**src/rtl/csr_uart_tx.sv**
```systemverilog
// CSR-mapped UART transmitter: data/control/status CSRs, circular TX FIFO and a
// start/data/parity/stop serialiser with a per-frame latched baud divisor.
module csr_uart_tx #(
  parameter int unsigned DataBits   = 8,
  parameter int unsigned Depth      = 8,
  parameter int unsigned PrescWidth = 16,
  parameter logic [11:0] DataAddr   = 12'h050,
  parameter logic [11:0] CtrlAddr   = 12'h051,
  parameter logic [11:0] StatusAddr = 12'h052
) (
  input  logic        clk_i,
  input  logic        reset_ni,
  input  logic        csr_enable,
  input  logic [11:0] csr_addr,
  input  logic [2:0]  csr_op,
  input  logic [4:0]  rs1_zimm,
  input  logic [31:0] rs1_data,
  output logic [31:0] csr_out,
  output logic        tx,
  output logic        idle_irq
);

  localparam int unsigned AW = $clog2(Depth);
  localparam int unsigned CW = AW + 1;

  typedef enum logic [2:0] {
    ST_IDLE, ST_LOAD, ST_START, ST_DATA, ST_PARITY, ST_STOP
  } state_t;

  state_t state, state_next;

  logic [DataBits-1:0]   mem [Depth];
  logic [CW-1:0]         wptr, rptr, count;
  logic                  empty, full, ovf;
  logic [PrescWidth-1:0] presc, f_presc, bit_cnt;
  logic                  stop2, par_en, par_odd;
  logic                  f_stop2, f_par_en, par_bit, stop_idx;
  logic [DataBits-1:0]   shifter;
  logic [3:0]            bit_idx;
  logic                  bit_done, more, pop, push_req, push_ok;
  logic [31:0]           wval, ctrl_word, ctrl_new, status_word;
  logic                  wr_en, ctrl_wr;
  logic                  unused_bits;

  // CSR write decode; funct3 encoding: bit 2 selects the immediate form
  assign wval     = csr_op[2] ? {27'b0, rs1_zimm} : rs1_data;
  assign wr_en    = csr_enable && (csr_op[1:0] != 2'b00) && !(csr_op[1] && (rs1_zimm == 5'd0));
  assign ctrl_wr  = wr_en && (csr_addr == CtrlAddr);
  assign push_req = csr_enable && (csr_addr == DataAddr) && (csr_op[1:0] == 2'b01);

  assign count = wptr - rptr;
  assign empty = (count == '0);
  assign full  = (count == CW'(Depth));
  assign pop   = (state == ST_LOAD);
  assign push_ok = push_req && (!full || pop);
  assign more  = !empty || push_ok;
  assign bit_done = (bit_cnt == '0);

  always_comb begin
    ctrl_word = '0;
    ctrl_word[PrescWidth-1:0] = presc;
    ctrl_word[16] = stop2;
    ctrl_word[17] = par_en;
    ctrl_word[18] = par_odd;
    unique case (csr_op[1:0])
      2'b01:   ctrl_new = wval;
      2'b10:   ctrl_new = ctrl_word | wval;
      2'b11:   ctrl_new = ctrl_word & ~wval;
      default: ctrl_new = ctrl_word;
    endcase
    status_word = '0;
    status_word[0] = empty;
    status_word[1] = full;
    status_word[2] = (state != ST_IDLE);
    status_word[3] = ovf;
    status_word[8 +: CW] = count;
    if (csr_addr == CtrlAddr)        csr_out = ctrl_word;
    else if (csr_addr == StatusAddr) csr_out = status_word;
    else                             csr_out = '0;
  end

  assign unused_bits = ^ctrl_new[31:19];

  always_ff @(posedge clk_i) begin
    if (push_ok) mem[wptr[AW-1:0]] <= wval[DataBits-1:0];
  end

  always_ff @(posedge clk_i or negedge reset_ni) begin
    if (!reset_ni) state <= ST_IDLE;
    else           state <= state_next;
  end

  // A push in the current cycle counts as non-empty so LOAD follows the push directly
  always_comb begin
    state_next = state;
    unique case (state)
      ST_IDLE:   if (more) state_next = ST_LOAD;
      ST_LOAD:   state_next = ST_START;
      ST_START:  if (bit_done) state_next = ST_DATA;
      ST_DATA:   if (bit_done && bit_idx == 4'(DataBits - 1))
                   state_next = f_par_en ? ST_PARITY : ST_STOP;
      ST_PARITY: if (bit_done) state_next = ST_STOP;
      ST_STOP:   if (bit_done && (stop_idx || !f_stop2))
                   state_next = more ? ST_LOAD : ST_IDLE;
      default:   state_next = ST_IDLE;
    endcase
  end

  always_comb begin
    unique case (state)
      ST_START:  tx = 1'b0;
      ST_DATA:   tx = shifter[0];
      ST_PARITY: tx = par_bit;
      default:   tx = 1'b1;
    endcase
  end

  always_ff @(posedge clk_i or negedge reset_ni) begin
    if (!reset_ni) begin
      wptr <= '0; rptr <= '0; ovf <= 1'b0;
      presc <= '0; stop2 <= 1'b0; par_en <= 1'b0; par_odd <= 1'b0;
      f_presc <= '0; f_stop2 <= 1'b0; f_par_en <= 1'b0; par_bit <= 1'b0;
      bit_cnt <= '0; bit_idx <= '0; stop_idx <= 1'b0; shifter <= '0;
      idle_irq <= 1'b0;
    end else begin
      idle_irq <= (state == ST_STOP) && (state_next == ST_IDLE);
      if (push_ok) wptr <= wptr + 1'b1;
      if (ctrl_wr) begin
        presc   <= ctrl_new[PrescWidth-1:0];
        stop2   <= ctrl_new[16];
        par_en  <= ctrl_new[17];
        par_odd <= ctrl_new[18];
        ovf     <= 1'b0;
      end else if (push_req && !push_ok) begin
        ovf <= 1'b1;
      end
      if (state == ST_LOAD) begin
        rptr     <= rptr + 1'b1;
        shifter  <= mem[rptr[AW-1:0]];
        par_bit  <= (^mem[rptr[AW-1:0]]) ^ par_odd;
        f_presc  <= presc;
        f_stop2  <= stop2;
        f_par_en <= par_en;
        bit_cnt  <= presc;
        bit_idx  <= '0;
        stop_idx <= 1'b0;
      end else if (state != ST_IDLE) begin
        if (bit_done) begin
          bit_cnt <= f_presc;
          if (state == ST_DATA) begin
            shifter <= shifter >> 1;
            bit_idx <= bit_idx + 1'b1;
          end
          if (state == ST_STOP) stop_idx <= 1'b1;
        end else begin
          bit_cnt <= bit_cnt - 1'b1;
        end
      end
    end
  end

endmodule
```
**config.mk**
```make
export PLATFORM = sky130hd
export DESIGN_NAME = csr_uart_tx
export DESIGN_NICKNAME = d
export VERILOG_FILES = /design/src/rtl/csr_uart_tx.sv
export SDC_FILE = /design/constraint.sdc
export NUM_CORES = 1
export LEC_CHECK = 0
export ABC_CLOCK_PERIOD_IN_PS = 3590
export CAP_MARGIN = 20
export CORE_UTILIZATION = 45
export CTS_CLUSTER_SIZE = 14
export DETAILED_ROUTE_END_ITERATION = 6
export DONT_BUFFER_PORTS = 1
export GPL_TIMING_DRIVEN = 0
export SETUP_SLACK_MARGIN = 0.1
export SYNTH_ARGS = -nofsm -noshare
export SYNTH_HDL_FRONTEND = slang
export SYNTH_SLANG_ARGS = --single-unit
```
**constraint.sdc**
```tcl
create_clock -name clk_i -period 3.59 [get_ports clk_i]
set_clock_uncertainty 0.2 [all_clocks]
set_input_delay 0.5385 -clock clk_i [delete_from_list [all_inputs] [get_ports clk_i]]
set_output_delay 0.5385 -clock clk_i [all_outputs]
set_load 0.005 [all_outputs]
```
==> impl_metrics.env <==
export IMPL_antenna_cell_count=0
export IMPL_timing_hold_worst_path_depth=2
export IMPL_tritoncts="built"
export IMPL_post_route_cell_area_um2=8150
export IMPL_cp_start_kind="register"
export IMPL_worst_ep_arrival_time_ps=2640
export IMPL_syn_area_per_cell_um2=11.4
export IMPL_finalHoldViolations=0
export IMPL_grt_first_pass_wirelength_mm=27.3
export IMPL_first_global_vias=4950
export IMPL_outcome="complete, no violations"
export IMPL_core_footprint_um2=15200
export IMPL_min_period_over_period=0.941
export IMPL_die_h_um=127
export IMPL_grt_overflow_total=0
export IMPL_timing_max_cap_violations=0
export IMPL_synth_seq_area_share=0.560
export IMPL_fmax_ghz=0.296
export IMPL_ys_ff_latch=144
export IMPL_route_detailed_wl_per_inst_um=19.9
export IMPL_unrepaired_setup_endpoints_after_global_routing="true"
export IMPL_grt_antenna_before_repair=1
export IMPL_drt_pass_1_iters=6
export IMPL_synth_cell_types=57
export IMPL_clk_slew_on_worst_s_h_paths_ps=60
export IMPL_synth_top_area_cells="sky130_fd_sc_hd__dfrtp_1 29%, sky130_fd_sc_hd__edfxtp_1 27%, sky130_fd_sc_hd__mux4_2 5.1%"
export IMPL_globalRouteTotalUtil=0.228
export IMPL_clock_insertion_delay_worst_skew_ps=420
export IMPL_fp_dieW_um=127
export IMPL_async_set_reset_flop_share_out_of_synthesis=0.556
export IMPL_routed_wirelength_mm=17.0
export IMPL_synth_cells=613
export IMPL_cts_htree_levels=4
export IMPL_hold_path_startpoint="rs1_data[18]"
export IMPL_drc=0
export IMPL_r2r_cells=11
export IMPL_gp_congestion=0.844
export IMPL_setup_worst_path_end_class="output pin"
export IMPL_minimum_setup_slack_among_reg_to_reg_paths_ps=250
export IMPL_worst_r2r_endpoint="mem[4][1]"
export IMPL_syn_area_um2=7010
export IMPL_placed_area_um2=7350
export IMPL_rr_startpoint="wptr[0]"
export IMPL_io_buffers=0
export IMPL_dominantRegCellSynth="sky130_fd_sc_hd__dfrtp_1"
export IMPL_power_density_nw_per_um2=452
export IMPL_place_hpwl_mm=12.0
export IMPL_rows=45
export IMPL_design_die_area_um2=16100
export IMPL_ctsLongestPathBuffers=2
export IMPL_timing_hold_worst_endpoint="par_odd"
export IMPL_clock_sink_count=144
export IMPL_ys_warnings_count=0
export IMPL_initial_utilization=0.461
export IMPL_maximum_number_of_pins_on_one_net_before_global_route_repair=81
export IMPL_slew_headroom=0.367
export IMPL_slew_violations=0
export IMPL_via_count=4955
export IMPL_synth_edf_count=64
export IMPL_critPathRequiredTime_ps=2850
export IMPL_crit_fanout=10
export IMPL_number_of_buffers_added_by_the_clock_tree_synthesis_step=17
export IMPL_vias_per_cell=5.78
export IMPL_setup_viol=0
export IMPL_syn2layout_area_growth_pct=16.2
export IMPL_pre_cts_slack_ps=-881
export IMPL_p_leak_nw=3.27
export IMPL_path_class="register to output pin"
export IMPL_finalSetupTns_ps=0
export IMPL_route_antenna_remaining_nets=0
export IMPL_worstHoldPathType="input pin to register"
export IMPL_post_synth_top_area_cell="sky130_fd_sc_hd__dfrtp_1"
export IMPL_cts_root_buffer_type="sky130_fd_sc_hd__clkbuf_16"
export IMPL_num_io_pins=89
export IMPL_vdd_ir_drop_max_mv=0.312
export IMPL_drt_initial_drc_count=290
export IMPL_finalNetCount=719
export IMPL_worst_setup_slack_after_layout_ps=212
export IMPL_drive_gt1_frac=0.172
export IMPL_shortest_clock_period_the_worst_path_allows_after_layout_ps=3380
export IMPL_worst_slew_pin_transition_ps=941
export IMPL_synth_largest_type_area_fraction=0.286
## critical path, cell delays in order (launching register included)
cell and delay (ps):
sky130_fd_sc_hd__dfrtp_1 360, sky130_fd_sc_hd__clkbuf_4 250, sky130_fd_sc_hd__clkinv_4 150, sky130_fd_sc_hd__ha_1 300
sky130_fd_sc_hd__nor2b_1 130, sky130_fd_sc_hd__o21a_1 190, sky130_fd_sc_hd__or3_1 430, sky130_fd_sc_hd__nand2_1 200
sky130_fd_sc_hd__a22o_1 190
## metrics by stage
stage / cells / utilization / total power [W] / hold WS, ps
floorplan: 625 / - / 0.00186 / 42.9
global route: 857 / 0.536 / 0.00380 / 103
finish: 857 / 0.536 / 0.00369 / 102
CTS: 856 / 0.531 / 0.00371 / 82.8
detailed placement: 818 / 0.484 / 0.00189 / 46.1
global placement: 813 / 0.480 / 0.00188 / 47.6
## final cells by class
type | count | area [um2]
clock inverter | 14 | 171
timing repair buffer | 12 | 113
tap | 188 | 235
multi-input combinational | 400 | 2890
inverter | 37 | 145
clock buffer | 18 | 429
buffer | 44 | 243
fill | 1309 | 7050
sequential | 144 | 3930
## how the worst max path moves through the flow
stage,start,end,slack [ps],cells after the start
CTS,wptr[0],mem[0][3],60,10
global placement,rptr[1],mem[0][2],-1360,8
floorplan,rptr[1],mem[4][0],-100,9
detailed placement,rptr[1],mem[6][3],-880,9
finish,rptr[1],csr_out[0],210,8
global route,wptr[0],mem[4][1],80,11
## state kept, by name, indices dropped and copies added (netlist names)
signal	cells
idle_irq	1
presc	16
par_en	1
stop2	1
stop_idx	1
f_stop2	1
bit_idx	4
f_par_en	1
rptr	4
par_odd	1
par_bit	1
mem	64
state	3
ovf	1
wptr	4
bit_cnt	16
shifter	8
f_presc	16
## routing by layer
layer	GRT usage	share of wire	routed length [um]
met1	0.318	0.45	7710
met3	0.0489	0.060	1020
met4	0.0714	0.014	238
met5	0	0	0
met2	0.357	0.47	8050
## synth_stat cells (3+ instances only)
library cell	number
sky130_fd_sc_hd__a211oi_1	4
sky130_fd_sc_hd__a21oi_1	26
sky130_fd_sc_hd__a22o_1	3
sky130_fd_sc_hd__and2_1	12
sky130_fd_sc_hd__buf_1	3
sky130_fd_sc_hd__buf_2	3
sky130_fd_sc_hd__buf_4	13
sky130_fd_sc_hd__clkbuf_1	23
sky130_fd_sc_hd__dfrtp_1	80
sky130_fd_sc_hd__edfxtp_1	64
sky130_fd_sc_hd__ha_1	7
sky130_fd_sc_hd__inv_1	35
sky130_fd_sc_hd__mux2_2	8
sky130_fd_sc_hd__mux2i_1	22
sky130_fd_sc_hd__mux4_2	16
sky130_fd_sc_hd__nand2_1	63
sky130_fd_sc_hd__nand2b_1	20
sky130_fd_sc_hd__nand3_1	9
sky130_fd_sc_hd__nand4_1	3
sky130_fd_sc_hd__nor2_1	25
sky130_fd_sc_hd__nor2b_1	7
sky130_fd_sc_hd__nor3_1	7
sky130_fd_sc_hd__nor4_1	11
sky130_fd_sc_hd__o211ai_1	11
sky130_fd_sc_hd__o21a_1	5
sky130_fd_sc_hd__o21ai_0	46
sky130_fd_sc_hd__o21bai_1	3
sky130_fd_sc_hd__o22ai_1	19
sky130_fd_sc_hd__or3_1	8
sky130_fd_sc_hd__or4_1	3
sky130_fd_sc_hd__xnor2_1	16
sky130_fd_sc_hd__xor2_1	6
## cells by family after synthesis
kind of cell    after synthesis  synth area share
buf+inv                      81            0.0530
compound gates              129             0.114
other cells                   1          0.000535
flops                       144             0.560
xor+xnor                     23            0.0307
mux                          46            0.0956
simple gates                181             0.131
fa+ha+maj                     8            0.0153
## placed cells by master, fill, tap and decap left out, types with 16 or more instances in the layout
master and n:
sky130_fd_sc_hd__nor2_1 24, sky130_fd_sc_hd__o22ai_1 19, sky130_fd_sc_hd__o21ai_0 44, sky130_fd_sc_hd__buf_4 22, sky130_fd_sc_hd__nand2_1 62, sky130_fd_sc_hd__dfrtp_1 79
sky130_fd_sc_hd__nand2b_1 20, sky130_fd_sc_hd__clkbuf_16 17, sky130_fd_sc_hd__mux4_2 16, sky130_fd_sc_hd__mux2i_1 22, sky130_fd_sc_hd__inv_1 34, sky130_fd_sc_hd__edfxtp_1 64
sky130_fd_sc_hd__clkbuf_1 20, sky130_fd_sc_hd__a21oi_1 26
## what timing repair did
action | CTS | global route
setup buffers | 4 | 1
endpoints found under the hold margin | 80 | 0
pin swaps | 1 | 2
hold buffers | 2 | 0
resized for setup | 15 | 18
setup endpoints to repair | 76 | 55
## power breakdown
group	leakage, nW	total [W]	switching, W	internal, W
Clock	0.298	0.00180	0.000750	0.00105
Combinational	1.58	0.000114	0.0000731	0.0000406
Sequential	1.40	0.00177	0.0000227	0.00174
Total	3.27	0.00369	0.000846	0.00284
No activity file was read; power rests on OpenSTA's default activity.
